--- config.mk ---
export PLATFORM = sky130hd
export DESIGN_NAME = harness_lfsr
export DESIGN_NICKNAME = d
export VERILOG_FILES = /design/src/rtl/test_harness_pkg.sv /design/src/rtl/harness_lfsr.sv
export SDC_FILE = /design/constraint.sdc
export NUM_CORES = 1
export LEC_CHECK = 0
export ABC_AREA = 1
export CORE_MARGIN = 10
export CORE_UTILIZATION = 50
export DETAILED_ROUTE_END_ITERATION = 7
export PLACE_DENSITY = 0.83
export SYNTH_ARGS = -nofsm -noshare
export SYNTH_HDL_FRONTEND = slang
export SYNTH_SLANG_ARGS = --single-unit
--- constraint.sdc ---
create_clock -name clk -period 1.2 [get_ports clk]
set_input_delay 0.3 -clock clk [delete_from_list [all_inputs] [get_ports clk]]
set_output_delay 0.3 -clock clk [all_outputs]
set_load 0.1 [all_outputs]
--- src/rtl/test_harness_pkg.sv ---
// rtl/test_harness_pkg.sv - shared types, LFSR constants and helpers for the memory self-test
// Purpose: FSM state encoding, Galois LFSR polynomial, default seed and the
//          next-state / seed-sanitising helpers used by the LFSR generators.
// Ports:   none (package).
package test_harness_pkg;

  typedef enum logic [2:0] {
    ST_IDLE,
    ST_WRITE,
    ST_READ,
    ST_DRAIN,
    ST_PASS,
    ST_FAIL
  } state_t;

  localparam logic [31:0] LFSR_POLY    = 32'h8020_0003;
  localparam logic [31:0] DEFAULT_SEED = 32'hACE1_0001;

  // One Galois step: shift right, fold the polynomial in when bit 0 falls out.
  function automatic logic [31:0] lfsr_next(input logic [31:0] v);
    return (v >> 1) ^ (v[0] ? LFSR_POLY : 32'h0);
  endfunction

  // An all-zero state would lock the LFSR, so zero is promoted to one.
  function automatic logic [31:0] safe_seed(input logic [31:0] s);
    return (s == 32'h0) ? 32'h0000_0001 : s;
  endfunction

endpackage

--- src/rtl/harness_lfsr.sv ---
// rtl/harness_lfsr.sv - 32-bit Galois LFSR with load and step controls
// Purpose: pattern source for the self-test; one instance generates write
//          data, another regenerates the expected read data.
// Ports:   clk   - clock, rising edge
//          reset - synchronous active-high reset, loads the seed
//          load  - reload the seed this edge (has priority over step)
//          step  - advance one LFSR step this edge
//          state - current 32-bit LFSR value
module harness_lfsr
  import test_harness_pkg::*;
#(
  parameter logic [31:0] SEED = DEFAULT_SEED
) (
  input  logic        clk,
  input  logic        reset,
  input  logic        load,
  input  logic        step,
  output logic [31:0] state
);

  localparam logic [31:0] SEED_EFF = safe_seed(SEED);

  always_ff @(posedge clk) begin
    if (reset || load) begin
      state <= SEED_EFF;
    end else if (step) begin
      state <= lfsr_next(state);
    end
  end

endmodule

# Yosys cells after proc, flatten, opt, wreduce, memory -nomap -nowiden
# Index checks and enable logic that the tools add are counted.
# totals
register_bits	32
wordCells	4
# classes
n_mux	1
bitwise_logic	1
reduce_logical	1
# op_table
operator	count
32-bit 2-to-1 mux	1
31-bit by 32-bit XOR with 32-bit output	1
1-bit logical OR	1

# Depth between registers and ports, before layout
# Gate-level depths: netlist of run 1.
# logic_depth
depth_word	2
ltp_mapped	5
depth_no_buf	5

# Worst setup path before layout of run 1
# OpenSTA, ideal clock, no wires.
# synth_path
path_kind	register -> register
from	reg state[0]
to	reg state[1]
setup_ns	0.109
arrival_time_ns	1.445
slack_ns	-0.354
stages_incl_launch_ff	6
path_buffers	0
path_cell_list	dfxtp_1 inv_1 nand2_1 nand3_1 nand2_1 inv_1
# synth_between
elab_chain_cells	2
# synth_lines
element	line_no	source
start, declared	harness_lfsr.sv:18	output logic [31:0] state
start signal, assigned	harness_lfsr.sv:27	state <= lfsr_next(state);
32-bit 2-to-1 mux	test_harness_pkg.sv:21	return (v >> 1) ^ (v[0] ? LFSR_POLY : 32'h0);
31-bit by 32-bit XOR with 32-bit output	test_harness_pkg.sv:21	
# No other way between the ends.
# A chain may end at the register's enable or synchronous reset.

==> flow_results.xml, run 1 <==
<?xml version="1.0" encoding="UTF-8"?>
<metrics>
  <group name="finish">
    <metric name="regMostFlops" unit="">state</metric>
    <metric name="diodes" unit="">0</metric>
    <metric name="drive_gt1_share" unit="%">60.6</metric>
    <metric name="reg_top3" unit="">state x32</metric>
    <metric name="design.final.nets" unit="">229</metric>
    <metric name="finalCoreUtilization" unit="%">95.2</metric>
    <metric name="fill_cells" unit="">67</metric>
    <metric name="flip_flop_count_of_the_largest_register_after_layout" unit="">32</metric>
    <metric name="syn2layout_area_growth" unit="%">82.7</metric>
  </group>
  <group name="worst_setup_path">
    <metric name="delay_heaviest_family_cp" unit="">buffers and inverters</metric>
    <metric name="critical_path.n_buffers_inverters" unit="">3</metric>
    <metric name="timing.critical_path.cells" unit="">clkdlybuf4s50_1 -&gt; buf_4 -&gt; inv_6 -&gt; nand2_1 -&gt; a21oi_1</metric>
    <metric name="crit_path_top_delay_cell" unit="">sky130_fd_sc_hd__clkdlybuf4s50_1</metric>
    <metric name="critPathArrivalTime" unit="ns">1.55</metric>
    <metric name="worst_setup_path_end_kind" unit="">register</metric>
    <metric name="crit_fanout" unit="">31</metric>
    <metric name="criticalPathCategory" unit="">in2reg</metric>
    <metric name="cpPeakStageDelay" unit="ns">0.51</metric>
    <metric name="required_time_of_the_critical_path" unit="ns">1.46</metric>
    <metric name="cp-start-kind" unit="">input port</metric>
  </group>
  <group name="die">
    <metric name="io-pin-count" unit="">36</metric>
    <metric name="design.die.area" unit="um2">5010</metric>
    <metric name="start_util" unit="%">52.1</metric>
    <metric name="row_count" unit="">18</metric>
    <metric name="die-width" unit="um">70.8</metric>
    <metric name="core_box_area" unit="um2">2480</metric>
    <metric name="die_h" unit="um">70.8</metric>
  </group>
  <group name="cts">
    <metric name="clock-sinks" unit="">32</metric>
    <metric name="clock-root-buffer" unit="">sky130_fd_sc_hd__clkbuf_4</metric>
    <metric name="max-clock-path-buffers" unit="">2</metric>
    <metric name="clkSlewWorstSetupHoldPaths" unit="ns">0.12</metric>
    <metric name="tritoncts" unit="">done</metric>
    <metric name="htree_levels" unit="">2</metric>
    <metric name="total_of_hold_buffers_inserted_after_clock_tree_synthesis" unit="">0</metric>
    <metric name="cts_made_buffers" unit="">5</metric>
    <metric name="worst_skew_pair_later_pin_latency" unit="ns">0.35</metric>
  </group>
  <group name="pwr">
    <metric name="power.total" unit="mW">2.31</metric>
    <metric name="power.ir.vdd_worst" unit="uV">912</metric>
    <metric name="power_density" unit="nW/um2">982</metric>
    <metric name="power_leakage" unit="nW">0.992</metric>
  </group>
  <group name="drt">
    <metric name="detail_route.iter0.violations" unit="">288</metric>
    <metric name="wire_per_inst" unit="um">22.6</metric>
    <metric name="met1Wirelength" unit="um">2010</metric>
    <metric name="drc_errors_left" unit="">0</metric>
    <metric name="vias_per_cell" unit="">5.64</metric>
    <metric name="dr_wl_met3" unit="um">486</metric>
    <metric name="total_number_of_vias" unit="">1444</metric>
    <metric name="final_antenna_net_count" unit="">0</metric>
    <metric name="dr.pass1.iters" unit="">7</metric>
    <metric name="met2WireLength" unit="um">2970</metric>
    <metric name="postRouteWirelength" unit="um">5780</metric>
    <metric name="highest_layer" unit="">met4</metric>
  </group>
  <group name="timing">
    <metric name="min_period" unit="ns">1.29</metric>
    <metric name="final.period_utilization" unit="%">108</metric>
    <metric name="max_slew_violation_count" unit="">0</metric>
    <metric name="finalHoldWorstSlack" unit="ns">0.534</metric>
    <metric name="finalSetupViolations" unit="">31</metric>
    <metric name="fin_worst_skew" unit="ns">0.00541</metric>
    <metric name="grt_setup_unrepaired" unit="">yes</metric>
    <metric name="report.final.hold_viol_count" unit="">0</metric>
    <metric name="setup_slack" unit="ns">-0.0949</metric>
    <metric name="clock.fmax" unit="GHz">0.772</metric>
    <metric name="setup-tns-final" unit="ns">-0.533</metric>
    <metric name="slew-limit-headroom" unit="%">80.5</metric>
    <metric name="worstMarginPinSlew" unit="ns">0.291</metric>
  </group>
  <group name="worst_hold_path">
    <metric name="type_of_the_most_critical_hold_path" unit="">reg2reg</metric>
  </group>
  <group name="synthesis">
    <metric name="synth_fp_nets" unit="">154</metric>
    <metric name="ys.flop_type" unit="">sky130_fd_sc_hd__dfxtp_1</metric>
    <metric name="synth-seq-area-share" unit="%">49.7</metric>
    <metric name="synth.avg_cell_area" unit="um2">8.60</metric>
    <metric name="synth_enable_flop_cells" unit="">0</metric>
    <metric name="postSynthCellCount" unit="">150</metric>
    <metric name="postSynthRegisterBits" unit="">32</metric>
    <metric name="synthesis.yosys.warnings" unit="">0</metric>
    <metric name="mappedNetlistArea" unit="um2">1290</metric>
    <metric name="ys_types" unit="">17</metric>
    <metric name="postSynth.asyncResetShare" unit="%">0</metric>
  </group>
  <group name="place">
    <metric name="final_hpwl_dp" unit="um">2490</metric>
    <metric name="pre_cts_ws" unit="ns">-0.254</metric>
    <metric name="globalplace.congestion" unit="">0.703</metric>
    <metric name="port_buffers" unit="">35</metric>
  </group>
  <group name="global_route">
    <metric name="grt_pass1_wl" unit="um">7860</metric>
    <metric name="grt_max_degree" unit="">32</metric>
    <metric name="grt_use_total" unit="%">19.9</metric>
    <metric name="vias_in_the_first_global_route" unit="">1494</metric>
    <metric name="grt_overflow_total" unit="">0</metric>
    <metric name="grt_antenna_before_repair" unit="">0</metric>
  </group>
  <group name="status">
    <metric name="status" unit="">finished with violations</metric>
    <metric name="violated_checks" unit="">negative setup slack</metric>
  </group>
  <group name="job">
    <metric name="max_cap_viol_count" unit="">0</metric>
  </group>
</metrics>
## worst register-to-register path: cells and delay by family (launching register included)
family	cells	cell delay (ns)
buffers and inverters	2	0.21
DFF	1	0.38
AOI/OAI and AO/OA	1	0.23
and+or+nand+nor	1	0.05
## final cells by class
type / count / area (um2) / share of cell area, %
Clock buffer: 6 / 51.3 / 2.18
Inverter: 7 / 31.3 / 1.33
Timing Repair Buffer: 77 / 986 / 41.8
Multi-Input combinational cell: 102 / 513 / 21.8
Clock inverter: 2 / 10.0 / 0.425
Sequential cell: 32 / 728 / 30.9
Tap cell: 30 / 37.5 / 1.59
## layout by cell type, fill, tap and decap left out
cell type                          n
sky130_fd_sc_hd__a21oi_1           7
sky130_fd_sc_hd__a21oi_2          16
sky130_fd_sc_hd__buf_12           32
sky130_fd_sc_hd__buf_4            42
sky130_fd_sc_hd__clkbuf_4          5
sky130_fd_sc_hd__clkbuf_8          1
sky130_fd_sc_hd__clkdlybuf4s50_1   3
sky130_fd_sc_hd__clkinv_2          2
sky130_fd_sc_hd__dfxtp_2          13
sky130_fd_sc_hd__dfxtp_4          19
sky130_fd_sc_hd__inv_1             4
sky130_fd_sc_hd__inv_2             2
sky130_fd_sc_hd__inv_6             1
sky130_fd_sc_hd__nand2_1          63
sky130_fd_sc_hd__nand2_2           1
sky130_fd_sc_hd__nand2_4           1
sky130_fd_sc_hd__nand3_1           8
sky130_fd_sc_hd__nor2_1            2
sky130_fd_sc_hd__nor2_4            1
sky130_fd_sc_hd__o211ai_1          1
sky130_fd_sc_hd__o211ai_2          1
sky130_fd_sc_hd__o21ai_1           1
## synth_stat cells, types with 2 or more instances
library cell,n,share of area (%)
sky130_fd_sc_hd__nand2_1,63,18
sky130_fd_sc_hd__dfxtp_1,32,50
sky130_fd_sc_hd__inv_1,4,1.2
sky130_fd_sc_hd__a21oi_2,16,11
sky130_fd_sc_hd__buf_6,8,7.0
sky130_fd_sc_hd__a21oi_1,7,2.7
sky130_fd_sc_hd__nor2_1,2,0.58
sky130_fd_sc_hd__nand3_1,8,3.1
sky130_fd_sc_hd__inv_2,2,0.58
## metrics by stage
step	std cells	cell area (um2)
floorplan	150	1330
global placement	219	2030
detailed placement	219	2030
CTS	252	2310
global route	256	2360
finish	256	2360
## routing by layer
metal  global-route usage [%]  vias to the layer above
li1                         -                      623
met1                     20.6                      678
met2                     34.4                      110
met3                     7.67                       33
met4                     9.46                        0
met5                        0                        -
## logic make-up after synthesis
logic type / synth area share, %
buffers and inverters: 10.6
AO/OA/AOI/OAI: 15.5
AND/OR/NAND/NOR: 24.2
flip-flops: 49.7
## what timing repair did
| action | in CTS | in global routing |
|---|---|---|
| buffers inserted | 25 | 4 |
| endpoints found under the setup margin | 29 | 32 |
| resized for setup | 13 | 6 |
## final timing paths
kind | startpoint | end | slack (ns) | cells past startpoint
min | state[6] | state[5] | 0.53 | 2
min reg2reg | state[6] | state[5] | 0.53 | 2
max | step | state[4] | -0.09 | 5
max reg2reg | state[4] | state[4] | 0.23 | 4
## where the power goes
group	total, mW	switching, mW	internal [mW]
Sequential	1.09	0.0293	1.06
Clock	0.730	0.451	0.279
Combinational	0.498	0.321	0.177
Total	2.31	0.801	1.51
No activity file was read; power rests on OpenSTA's default activity.
==> run 2, diff against run 1 <==
--- a/config.mk
+++ b/config.mk
@@ -9,7 +9,7 @@
 export CORE_MARGIN = 10
 export CORE_UTILIZATION = 50
 export DETAILED_ROUTE_END_ITERATION = 7
-export PLACE_DENSITY = 0.83
+export PLACE_DENSITY_LB_ADDON = 0.15
 export SYNTH_ARGS = -nofsm -noshare
 export SYNTH_HDL_FRONTEND = slang
 export SYNTH_SLANG_ARGS = --single-unit
==> flow_results.xml, run 2 (synthesis gave the netlist of run 1 again) <==
<?xml version="1.0" encoding="UTF-8"?>
<metrics>
  <group name="status">
    <metric name="status" unit="">finished with violations</metric>
    <metric name="violated_checks" unit="">negative setup slack</metric>
  </group>
  <group name="drt">
    <metric name="total_number_of_vias" unit="">1452</metric>
    <metric name="detail_route.iter0.violations" unit="">179</metric>
    <metric name="final_antenna_net_count" unit="">0</metric>
    <metric name="wire_per_inst" unit="um">21.6</metric>
    <metric name="drc_errors_left" unit="">0</metric>
    <metric name="vias_per_cell" unit="">5.78</metric>
    <metric name="postRouteWirelength" unit="um">5430</metric>
    <metric name="dr.pass1.iters" unit="">5</metric>
  </group>
  <group name="finish">
    <metric name="syn2layout_area_growth" unit="%">83.8</metric>
    <metric name="mostFrequentLayoutCell" unit="">sky130_fd_sc_hd__nand2_1</metric>
    <metric name="regMostFlops" unit="">state</metric>
    <metric name="design.final.nets" unit="">224</metric>
    <metric name="reg_top3" unit="">state x32</metric>
    <metric name="drive_gt1_share" unit="%">59.7</metric>
    <metric name="finish.instance_area" unit="um2">2370</metric>
    <metric name="flip_flop_count_of_the_largest_register_after_layout" unit="">32</metric>
    <metric name="diodes" unit="">0</metric>
    <metric name="final_cell_mix" unit="">sky130_fd_sc_hd__nand2_1 (63), sky130_fd_sc_hd__buf_12 (35), sky130_fd_sc_hd__buf_4 (34)</metric>
  </group>
  <group name="die">
    <metric name="start_util" unit="%">52.1</metric>
    <metric name="die_h" unit="um">70.8</metric>
    <metric name="core_box_area" unit="um2">2480</metric>
    <metric name="io-pin-count" unit="">36</metric>
    <metric name="row_count" unit="">18</metric>
    <metric name="die-width" unit="um">70.8</metric>
    <metric name="design.die.area" unit="um2">5010</metric>
  </group>
  <group name="place">
    <metric name="globalplace.congestion" unit="">0.725</metric>
    <metric name="pre_cts_ws" unit="ns">-0.247</metric>
    <metric name="port_buffers" unit="">35</metric>
    <metric name="final_hpwl_dp" unit="um">2300</metric>
    <metric name="placement.cell_area" unit="um2">2010</metric>
  </group>
  <group name="cts">
    <metric name="worst_skew_pair_later_pin_latency" unit="ns">0.34</metric>
    <metric name="clock-root-buffer" unit="">sky130_fd_sc_hd__clkbuf_4</metric>
    <metric name="cts_made_buffers" unit="">5</metric>
    <metric name="max-clock-path-buffers" unit="">2</metric>
    <metric name="htree_levels" unit="">2</metric>
    <metric name="tritoncts" unit="">done</metric>
    <metric name="clkSlewWorstSetupHoldPaths" unit="ns">0.13</metric>
    <metric name="total_of_hold_buffers_inserted_after_clock_tree_synthesis" unit="">0</metric>
    <metric name="clock-sinks" unit="">32</metric>
  </group>
  <group name="worst_setup_path">
    <metric name="cpPeakStageDelay" unit="ns">0.40</metric>
    <metric name="delay_heaviest_family_cp" unit="">flip-flops</metric>
    <metric name="worst_setup_path_end_kind" unit="">primary output</metric>
    <metric name="crit_path_top_delay_cell" unit="">sky130_fd_sc_hd__dfxtp_2</metric>
    <metric name="cp-start-kind" unit="">register</metric>
    <metric name="crit_fanout" unit="">2</metric>
    <metric name="critical_path.n_buffers_inverters" unit="">1</metric>
    <metric name="criticalPathCategory" unit="">reg2out</metric>
    <metric name="required_time_of_the_critical_path" unit="ns">0.90</metric>
    <metric name="critPathArrivalTime" unit="ns">0.93</metric>
    <metric name="timing.critical_path.cells" unit="">buf_12</metric>
  </group>
  <group name="timing">
    <metric name="slew-limit-headroom" unit="%">82.5</metric>
    <metric name="fin_worst_skew" unit="ns">0.0178</metric>
    <metric name="report.final.hold_viol_count" unit="">0</metric>
    <metric name="worstMarginPinSlew" unit="ns">0.262</metric>
    <metric name="clock.fmax" unit="GHz">0.816</metric>
    <metric name="min_period" unit="ns">1.23</metric>
    <metric name="grt_setup_unrepaired" unit="">yes</metric>
    <metric name="final.period_utilization" unit="%">102</metric>
    <metric name="max_slew_violation_count" unit="">0</metric>
    <metric name="setup_slack" unit="ns">-0.0260</metric>
    <metric name="finalSetupViolations" unit="">11</metric>
  </group>
  <group name="pwr">
    <metric name="power_leakage" unit="nW">0.990</metric>
    <metric name="power_density" unit="nW/um2">1030</metric>
    <metric name="power.ir.vdd_worst" unit="uV">1040</metric>
  </group>
  <group name="job">
    <metric name="max_cap_viol_count" unit="">0</metric>
  </group>
  <group name="global_route">
    <metric name="grt_use_total" unit="%">17.7</metric>
    <metric name="grt_pass1_wl" unit="um">7240</metric>
    <metric name="grt_overflow_total" unit="">0</metric>
    <metric name="grt_antenna_before_repair" unit="">0</metric>
    <metric name="grt_max_degree" unit="">32</metric>
    <metric name="vias_in_the_first_global_route" unit="">1486</metric>
  </group>
  <group name="worst_hold_path">
    <metric name="type_of_the_most_critical_hold_path" unit="">reg2reg</metric>
  </group>
</metrics>
-- run 2: cell type report --
cell class | instances | area, um2
inverter | 7 | 33.8
timing repair buffer | 72 | 986
fill | 55 | 106
clock buffer | 5 | 37.5
sequential | 32 | 721
tap | 30 | 37.5
clock inverter | 3 | 42.5
multi-input combinational | 102 | 513
-- run 2: stage by stage --
step	cells	utilization, %	total power, mW	TNS, ns	hold slack [ns]
floorplan	150	-	1.43	0	0.418
global placement	211	81.1	1.57	-5.66	0.474
detailed placement	211	81.1	1.58	-6.81	0.480
CTS	244	93.0	2.41	-0.101	0.508
global route	251	95.7	2.50	-0.801	0.534
finish	251	95.7	2.44	-0.138	0.532
-- run 2: metal layers --
metal | up-vias | global-route usage [%] | routed length, um
li1 | 617 | - | -
met1 | 691 | 15.1 | 1800
met2 | 113 | 34.1 | 2850
met3 | 31 | 7.53 | 485
met4 | 0 | 8.60 | 291
met5 | - | 0 | 0
-- run 2: power by group --
part	total, mW	internal (mW)	switching, mW	leakage, nW
Clock	0.860	0.435	0.425	0.0412
Sequential	1.09	1.06	0.0302	0.273
Combinational	0.492	0.177	0.315	0.676
-- run 2: worst paths after layout --
| path | cells past startpoint | slack [ns] | from | endpoint |
|---|---|---|---|---|
| max | 1 | -0.03 | state[24] | state[24] |
| min | 2 | 0.53 | state[12] | state[12] |
| min reg2reg | 2 | 0.53 | state[12] | state[12] |
| max reg2reg | 6 | 0.18 | state[0] | state[1] |
-- run 2: repair_timing --
action | 4_1_cts | 5_1_grt
hold endpoints to repair | 0 | 0
pin swaps | 0 | 0
setup buffers | 25 | 7
resized for setup | 11 | 6
setup endpoints to repair | 31 | 37
